## src/rtl/uart_tx_fifo_if.sv

```systemverilog
// System/transmitter-side bundle for the UART TX FIFO; master is the environment
// (byte source plus transmitter done pulse), slave is the FIFO itself.
interface uart_tx_fifo_if #(
  parameter int DATA_W = 8,
  parameter int ADDR_W = 4
);
  logic              wr_en;
  logic [DATA_W-1:0] wr_data;
  logic              full;
  logic              empty;
  logic [ADDR_W:0]   level;
  logic              overflow;
  logic              busy;
  logic              tx_start;
  logic [DATA_W-1:0] tx_din;
  logic              tx_done_tick;

  modport master (
    output wr_en, wr_data, tx_done_tick,
    input  full, empty, level, overflow, busy, tx_start, tx_din
  );

  modport slave (
    input  wr_en, wr_data, tx_done_tick,
    output full, empty, level, overflow, busy, tx_start, tx_din
  );
endinterface

```

## src/rtl/uart_tx_fifo.sv

```systemverilog
// Circular byte FIFO feeding the UART transmitter: push to tx_start is 2 cycles when idle;
// a push into a full FIFO is dropped and flagged, and each frame waits for tx_done_tick.
module uart_tx_fifo #(
  parameter int DATA_W = 8,
  parameter int ADDR_W = 4
) (
  input  logic           clk,
  input  logic           reset,
  uart_tx_fifo_if.slave  bus
);
  localparam int DEPTH = 2 ** ADDR_W;
  localparam logic [ADDR_W:0] FULL_LVL = (ADDR_W + 1)'(DEPTH);

  typedef enum logic [1:0] {S_IDLE, S_LAUNCH, S_WAIT} state_t;

  state_t            state, state_nxt;
  logic [DATA_W-1:0] mem [DEPTH];
  logic [ADDR_W-1:0] wp, rp;
  logic [ADDR_W:0]   level_q;
  logic [DATA_W-1:0] tx_din_q;
  logic              overflow_q;
  logic              full, empty, push, pop;
  logic              tx_start_c, busy_c;

  // Flags come from the registered level only, so a same-cycle pop never frees a slot.
  assign full  = (level_q == FULL_LVL);
  assign empty = (level_q == '0);
  assign push  = bus.wr_en && !full;
  assign pop   = (state == S_IDLE) && !empty;

  always_ff @(posedge clk) begin
    if (push) mem[wp] <= bus.wr_data;
  end

  always_ff @(posedge clk or posedge reset) begin
    if (reset) begin
      wp         <= '0;
      rp         <= '0;
      level_q    <= '0;
      tx_din_q   <= '0;
      overflow_q <= 1'b0;
    end else begin
      overflow_q <= bus.wr_en && full;
      if (push) wp <= wp + 1'b1;
      if (pop) begin
        rp       <= rp + 1'b1;
        tx_din_q <= mem[rp];
      end
      case ({push, pop})
        2'b10:   level_q <= level_q + 1'b1;
        2'b01:   level_q <= level_q - 1'b1;
        default: level_q <= level_q;
      endcase
    end
  end

  always_ff @(posedge clk or posedge reset) begin
    if (reset) state <= S_IDLE;
    else       state <= state_nxt;
  end

  always_comb begin
    state_nxt = state;
    case (state)
      S_IDLE:   if (!empty) state_nxt = S_LAUNCH;
      S_LAUNCH: state_nxt = S_WAIT;
      S_WAIT:   if (bus.tx_done_tick) state_nxt = S_IDLE;
      default:  state_nxt = S_IDLE;
    endcase
  end

  always_comb begin
    tx_start_c = (state == S_LAUNCH);
    busy_c     = (state != S_IDLE);
  end

  assign bus.full     = full;
  assign bus.empty    = empty;
  assign bus.level    = level_q;
  assign bus.overflow = overflow_q;
  assign bus.busy     = busy_c;
  assign bus.tx_start = tx_start_c;
  assign bus.tx_din   = tx_din_q;
endmodule
```

## src/flat_wrapper.sv

```systemverilog
// flat-port wrapper written by rule: the top's interface ports become plain ports
module uart_tx_fifo_flat 
#(
  parameter int DATA_W = 8,
  parameter int ADDR_W = 4
)
  (clk, reset, bus_wr_en, bus_wr_data, bus_tx_done_tick, bus_full, bus_empty, bus_level, bus_overflow, bus_busy, bus_tx_start, bus_tx_din);
  uart_tx_fifo_if #(.DATA_W(DATA_W), .ADDR_W(ADDR_W)) bus_i ();
  input  logic clk;
  input  logic reset;
  input wire logic [$bits(bus_i.wr_en)-1:0] bus_wr_en;
  input wire logic [$bits(bus_i.wr_data)-1:0] bus_wr_data;
  input wire logic [$bits(bus_i.tx_done_tick)-1:0] bus_tx_done_tick;
  output wire logic [$bits(bus_i.full)-1:0] bus_full;
  output wire logic [$bits(bus_i.empty)-1:0] bus_empty;
  output wire logic [$bits(bus_i.level)-1:0] bus_level;
  output wire logic [$bits(bus_i.overflow)-1:0] bus_overflow;
  output wire logic [$bits(bus_i.busy)-1:0] bus_busy;
  output wire logic [$bits(bus_i.tx_start)-1:0] bus_tx_start;
  output wire logic [$bits(bus_i.tx_din)-1:0] bus_tx_din;
  assign bus_i.wr_en = bus_wr_en;
  assign bus_i.wr_data = bus_wr_data;
  assign bus_i.tx_done_tick = bus_tx_done_tick;
  assign bus_full = bus_i.full;
  assign bus_empty = bus_i.empty;
  assign bus_level = bus_i.level;
  assign bus_overflow = bus_i.overflow;
  assign bus_busy = bus_i.busy;
  assign bus_tx_start = bus_i.tx_start;
  assign bus_tx_din = bus_i.tx_din;
  uart_tx_fifo #(.DATA_W(DATA_W), .ADDR_W(ADDR_W)) u_core (.clk(clk), .reset(reset), .bus(bus_i));
endmodule
```

## config.mk

```make
export PLATFORM = sky130hd
export DESIGN_NAME = uart_tx_fifo_flat
export DESIGN_NICKNAME = d
export VERILOG_FILES = /design/src/rtl/uart_tx_fifo_if.sv /design/src/rtl/uart_tx_fifo.sv /design/src/flat_wrapper.sv
export SDC_FILE = /design/constraint.sdc
export NUM_CORES = 1
export LEC_CHECK = 0
export ABC_AREA = 1
export BUFFER_PORTS_ARGS = -buffer_cell sky130_fd_sc_hd__buf_2
export CAP_MARGIN = 20
export CORE_MARGIN = 2
export CORE_UTILIZATION = 47
export DETAILED_ROUTE_END_ITERATION = 8
export SLEW_MARGIN = 10
export SYNTH_ARGS = -nofsm -noshare
export SYNTH_HDL_FRONTEND = slang
export SYNTH_SLANG_ARGS = --single-unit
export TNS_END_PERCENT = 100
```

## constraint.sdc

```tcl
create_clock -name clk -period 4.3 [get_ports clk]
set_input_delay 0.43 -clock clk [delete_from_list [all_inputs] [get_ports clk]]
set_output_delay 0.43 -clock clk [all_outputs]
set_load 0.02 [all_outputs]
```

==> impl_metrics.yaml, run 1 <==
synthesis:
  yosysMostFrequentCell: "nand2_1"
  yosys-top-cells-area: "edfxtp_1 56%, nand2_1 13%, dfrtp_1 8.8%, nand3_1 7.4%, inv_1 6.7%"
  synth_cell_types: 25
  synthTopCellsByCount: "238 x nand2_1, 128 x edfxtp_1, 122 x inv_1"
  syn_inst: 695
  synth-warning-count: 0
  synth.top_cell.area_share: 0.562
  netlist_area_um2: 6840
  synth_ff_type: "edfxtp_1"
  synth-seq-area-share: 0.649
  synth_fa_ha_area_frac: 0.0146
  synth-xor-area-share: 0.0102
  syn-num-nets: 715
  synth_compound_area_frac: 0.00567
  synth_edf_count: 128
  synth_top_area_cell: "edfxtp_1"
  synth_top_family_by_area: "simple AND/OR/NAND/NOR gates"
  synth_seq_cells: 152
  async_flop_share: 0.158
  synthMuxAreaShare: 0
  syn_avg_cell_area_um2: 9.85
  synth-simple-area-share: 0.226
worst_setup_path:
  worstPathMaxFanout: 15
  r2r_start: "u_core.bus.level[0]"
  critical_path_class: "reg -> reg"
  end_kind: "flip-flop"
  cp-start-kind: "flip-flop"
  setup.worst_path.start: "u_core.bus.level[0]"
  rr_worst_depth: 15
  crit_required_ps: 4610
  reg2reg_to: "u_core.bus.level[4]"
  rrSetupSlack_ps: 1540
  endpoint: "u_core.bus.level[4]"
  arrival_ps: 3070
clock_tree:
  cts.clk_slew.worst_paths_ps: 60
  clock_latency_ps: 420
  cts_buffer_depth: 2
  cts-hold-fix-buffers: 0
  tritoncts_num_sinks: 152
  cts_root_buf: "clkbuf_16"
  cts_resized: 0
  cts_buffers: 17
  htree_num_levels: 4
  tritoncts: "built"
  cts_setup_buffers: 0
pwr:
  ir_drop_mv: 0.366
  power.density_nw_per_um2: 674
  leakagePower_uw: 0.00355
  finalPower_uw: 5260
die:
  die_y_um: 125
  std_cell_rows: 44
  design.portCount: 30
  chipWidth_um: 125
  dieArea_um2: 15500
  initial_utilization: 0.476
  core_um2: 14400
cells_and_area:
  seq_area_um2: 4450
  finalInstanceArea_um2: 7800
  utilization: 0.543
  drive_gt1_frac: 0.118
  fin_nets: 754
  multiInputGateArea_um2: 1760
  n_fill_cell: 1291
  area_growth_pct: 14.0
  antenna_cells: 0
placement:
  place_congestion: 0.820
  portBuffers: 29
  place_ws_ps: 1580
  placed_cell_area_um2: 7210
  dp_hpwl_mm: 9.41
timing:
  max_freq_ghz: 0.362
  fin_crit_ps: 2760
  slew_viol_final: 0
  rsz0062_at_grt: "false"
  setup_tns_ps: 0
  fin_crit_sh: 0.642
  setup_viol: 0
  finalClockSkew_ps: 5.47
  hold_violations: 0
  final.setup.worst_slack_ps: 1540
  max_slew_margin: 0.373
  worst_pin_slew_ps: 939
drt:
  met3_length_um: 713
  highest_layer: "met4"
  wl_met2_mm: 7.09
  drc: 0
  wl_per_cell_um: 16.1
  drt_wl_total_mm: 15.0
  post_drt_via_cell_ratio: 4.92
  routedLengthMet1_mm: 6.60
  drtIter0Drc: 333
  drtPass1Iterations: 5
  vias: 4580
  antenna_left: 0
outcome:
  status: "complete, no violations"
flow_run:
  maxCapViolations: 0
min_path:
  min_path_type: "in -> reg"
global_routing:
  grt_pass1_wl_mm: 24.0
  antenna_found_initial: 0
  grt-ovfl-total: 0
  grt_max_degree: 68
  grt_usage: 0.204
  grt_pass1_vias: 4536
-- registers in the layout, summed over array words and instances, names as in the netlist --
name	count
u_core.wp	4
u_core.bus.overflow	1
u_core.bus.tx_din	8
u_core.mem	128
u_core.bus.level	5
u_core.state	2
u_core.rp	4
-- final cells by class --
type                    count  share of cell area
clock buffers              17              0.0545
inverters                 125              0.0601
repair buffers             50              0.0404
well taps                 184              0.0295
flip-flops and latches    152               0.570
clock inverters            15              0.0205
multi-input cells         388               0.225
-- through the flow --
step                hold WS (ps)  cells
detailed placement           477    898
global placement             470    894
finish                       185    931
floorplan                    445    695
global route                 182    931
CTS                          168    930
-- where the power goes --
| group | internal, uW | switching, uW |
|---|---|---|
| logic | 571 | 1270 |
| clock network | 900 | 574 |
| registers | 1810 | 134 |
| total | 3290 | 1970 |
-- cells by family after synthesis --
logic type                 after synthesis
AOI/OAI and AO/OA                        7
adders and majority gates                8
and+or+nand+nor                        365
buffers and inverters                  155
xor gates and xnor gates                 8
DFF                                    152
-- critical path, stage by stage (launching register included) --
cell and delay (ps):
dfrtp_1 460, nor4_4 370, nand2_2 100, nand2_2 240, inv_2 170, ha_1 320
xor2_1 190, ha_1 210, a21oi_1 160, nor2_1 90, nand2_1 80, nand2_1 60
nand2_1 60, nand2_1 40, nand2_1 50, nand2_1 50
-- how the worst min path moves through the flow --
stage / from / endpoint / slack [ps] / depth (start not counted)
3_3_place_gp: u_core.bus.tx_din[6] / u_core.bus.tx_din[6] / 470 / 2
4_1_cts: bus_tx_done_tick / u_core.state[1] / 170 / 2
5_1_grt: bus_tx_done_tick / u_core.state[1] / 180 / 2
3_5_place_dp: u_core.bus.tx_din[4] / u_core.bus.tx_din[4] / 480 / 2
2_1_floorplan: reset / u_core.bus.level[0] / 440 / 1
6_report: bus_tx_done_tick / u_core.state[1] / 180 / 2
-- per-layer routing --
layer  track usage  vias up
met2         0.320      128
li1              -     2294
met1         0.269     2121
met3        0.0412       37
met4         0.104        0
met5             0        -
-- cells in the final DEF, fill, tap and decap left out --
master      instances
xnor2_1             4
buf_2              32
inv_1             122
a21oi_1             1
nor3_1             16
buf_12              1
bufinv_16           3
clkinvlp_4          5
nand3b_1            1
clkinv_2            5
xor2_1              4
nand2_2             4
edfxtp_1          128
buf_8               1
buf_4              16
nand3_1           101
clkinv_1            3
o21bai_1            1
nand2_1           238
nor2_1              4
dfrtp_1            23
clkbuf_16          17
dfrtp_2             1
nor4_4              1
o22ai_1             1
o21ai_0             4
inv_2               2
ha_1                8
Power figures use the tool's default switching activity.
==> inputs of run 2 (changes only) <==
--- a/config.mk
+++ b/config.mk
@@ -5,7 +5,7 @@
 export SDC_FILE = /design/constraint.sdc
 export NUM_CORES = 1
 export LEC_CHECK = 0
-export ABC_AREA = 1
+export ABC_AREA = 0
 export BUFFER_PORTS_ARGS = -buffer_cell sky130_fd_sc_hd__buf_2
 export CAP_MARGIN = 20
 export CORE_MARGIN = 2
==> constraint.sdc (replaced) <==
create_clock -name clk -period 2.85 [get_ports clk]
set_input_delay 0.285 -clock clk [delete_from_list [all_inputs] [get_ports clk]]
set_output_delay 0.285 -clock clk [all_outputs]
set_load 0.02 [all_outputs]
==> impl_metrics.yaml, run 2 <==
timing:
  max_slew_margin: 0.651
  setup_tns_ps: 0
  fin_crit_ps: 2520
  final.setup.worst_slack_ps: 334
  rsz0062_at_grt: "false"
  slew_viol_final: 0
  fin_crit_sh: 0.883
  finalClockSkew_ps: 16.2
  worst_pin_slew_ps: 524
  hold_violations: 0
  setup_viol: 0
  max_freq_ghz: 0.398
worst_setup_path:
  cpPeakStageDelay_ps: 480
  crit_buf_inv: 1
  setup.worst_path.start: "u_core.bus.level[0]"
  crit_slowest_cell: "dfrtp_1"
  cp-start-kind: "flip-flop"
  r2r_start: "u_core.bus.level[0]"
  arrival_ps: 2860
  rrSetupSlack_ps: 330
  end_kind: "flip-flop"
  endpoint: "u_core.bus.level[4]"
  path_cells: "nor4_4, a21boi_2, inv_1, ha_1, xor2_1, ha_1, and3b_1, o21ai_0, a31oi_1, xnor2_1"
  critical-path-top-delay-family: "adder cells"
  reg2reg_to: "u_core.bus.level[4]"
  critical_path_class: "reg -> reg"
  crit_top_cell: "ha_1"
  crit_required_ps: 3190
  worstPathMaxFanout: 9
  cp.depth: 10
  rr_worst_depth: 10
clock_tree:
  clock_latency_ps: 420
  cts.clk_slew.worst_paths_ps: 60
  cts_root_buf: "clkbuf_16"
  cts_resized: 0
  htree_num_levels: 4
  tritoncts: "built"
  tritoncts_num_sinks: 152
  cts-hold-fix-buffers: 0
  cts_buffers: 17
  cts_setup_buffers: 0
  cts_buffer_depth: 2
cells_and_area:
  antenna_cells: 0
  fin_nets: 397
  layout_commonest_cell: "edfxtp_1"
  area_growth_pct: 16.6
  drive_gt1_frac: 0.236
  top_register: "u_core.mem"
  n_fill_cell: 987
  final_cell_mix: "128 x edfxtp_1, 29 x buf_2, 27 x mux4_1, 23 x dfrtp_1"
  utilization: 0.555
  largest_register_ffs: 128
  finalInstanceArea_um2: 7260
global_routing:
  antenna_found_initial: 0
  grt_pass1_vias: 3142
  met3_usage: 0.0517
  grt_busiest_layer: "met2"
  grt_max_degree: 35
  met2_usage: 0.291
  grt_usage: 0.180
  grt-ovfl-total: 0
  grt_util_met1: 0.235
  grt_pass1_wl_mm: 18.0
synthesis:
  synthTopCellsByCount: "128 x edfxtp_1, 27 x mux4_1, 24 x dfrtp_1"
  synth-warning-count: 0
  syn_inst: 322
  synth_seq_cells: 152
  yosys-top-cells-area: "edfxtp_1 62%, mux4_1 11%, dfrtp_1 9.6%, mux2i_1 2.6%, mux4_2 1.8%"
  yosysMostFrequentCell: "edfxtp_1"
  synth-seq-area-share: 0.714
  syn-num-nets: 342
  netlist_area_um2: 6230
  async_flop_share: 0.158
  synth_ff_type: "edfxtp_1"
  synth.top_cell.area_share: 0.617
  synth_top_area_cell: "edfxtp_1"
  synth_cell_types: 42
  syn_avg_cell_area_um2: 19.3
  synth_edf_count: 128
drt:
  drc: 0
  wl_per_cell_um: 20.5
  drtIter0Drc: 241
  drt_wl_total_mm: 11.6
  drtPass1Iterations: 4
  post_drt_via_cell_ratio: 5.35
  vias: 3027
  antenna_left: 0
flow_run:
  maxCapViolations: 0
placement:
  dp_hpwl_mm: 7.33
  portBuffers: 29
  placed_cell_area_um2: 6650
  place_ws_ps: 349
  place_congestion: 0.775
die:
  std_cell_rows: 42
  design.portCount: 30
  dieArea_um2: 14200
  core_um2: 13100
  initial_utilization: 0.476
  die_y_um: 119
  chipWidth_um: 119
pwr:
  ir_drop_mv: 0.522
  leakagePower_uw: 0.00268
  power.density_nw_per_um2: 1020
min_path:
  min_path_type: "in -> reg"
outcome:
  status: "complete, no violations"
[run 2: cell types whose count changed in the layout (fill, tap and decap cells not counted), sizes merged, moves of 12 or more]
cell	before	now
nand3	101	0
inv	124	8
nor3	16	4
mux2i	0	16
mux4	0	32
nand2	242	21
[run 2: how the worst min path moves through the flow]
stage / end / from / depth (start not counted) / slack [ps]
finish: u_core.bus.overflow / bus_wr_en / 2 / 120
global route: u_core.bus.overflow / bus_wr_en / 2 / 130
CTS: u_core.bus.tx_din[2] / reset / 2 / 100
detailed placement: u_core.bus.tx_din[2] / u_core.bus.tx_din[2] / 2 / 480
global placement: u_core.bus.tx_din[3] / u_core.bus.tx_din[3] / 2 / 470
floorplan: u_core.bus.level[0] / reset / 1 / 300
[run 2: layer usage]
layer,up-vias,part of all wire,wire length [um]
met4,0,0.0095,110
met1,1535,0.42,4920
met5,-,0,0
li1,1409,-,-
met2,74,0.51,5930
met3,9,0.054,627
[run 2: report_power, final]
part	total [uW]	internal, uW	leakage [uW]	switching, uW
Combinational	2170	999	0.000950	1170
Clock	2180	1360	0.000282	823
Sequential	3080	2780	0.00145	302
[run 2: cell families (layout without fill, tap and decap cells)]
logic type               Yosys count  after routing  synth area share
flip-flops                       152            152             0.714
AND/OR/NAND/NOR                   58             58            0.0468
multiplexers                      49             49             0.160
buffers and inverters             24             92            0.0247
AO/OA/AOI/OAI                     20             20            0.0239
XOR/XNOR                          11             11            0.0155
adder cells (fa/ha/maj)            8              8            0.0161
[run 2: layout make-up]
class | count | area [um^2] | share of cell area
Clock buffer | 25 | 485 | 0.0668
Clock inverter | 7 | 95.1 | 0.0131
Inverter | 7 | 26.3 | 0.00362
Multi-Input combinational cell | 146 | 1630 | 0.224
Sequential cell | 152 | 4450 | 0.612
Tap cell | 176 | 220 | 0.0303
Timing Repair Buffer | 53 | 360 | 0.0496
[run 2: metrics by stage]
stage | instances | hold WS [ps] | power, uW
floorplan | 322 | 300 | 4720
global route | 566 | 126 | 7830
finish | 566 | 125 | 7430
detailed placement | 532 | 484 | 5320
global placement | 532 | 473 | 5260
CTS | 564 | 101 | 7510
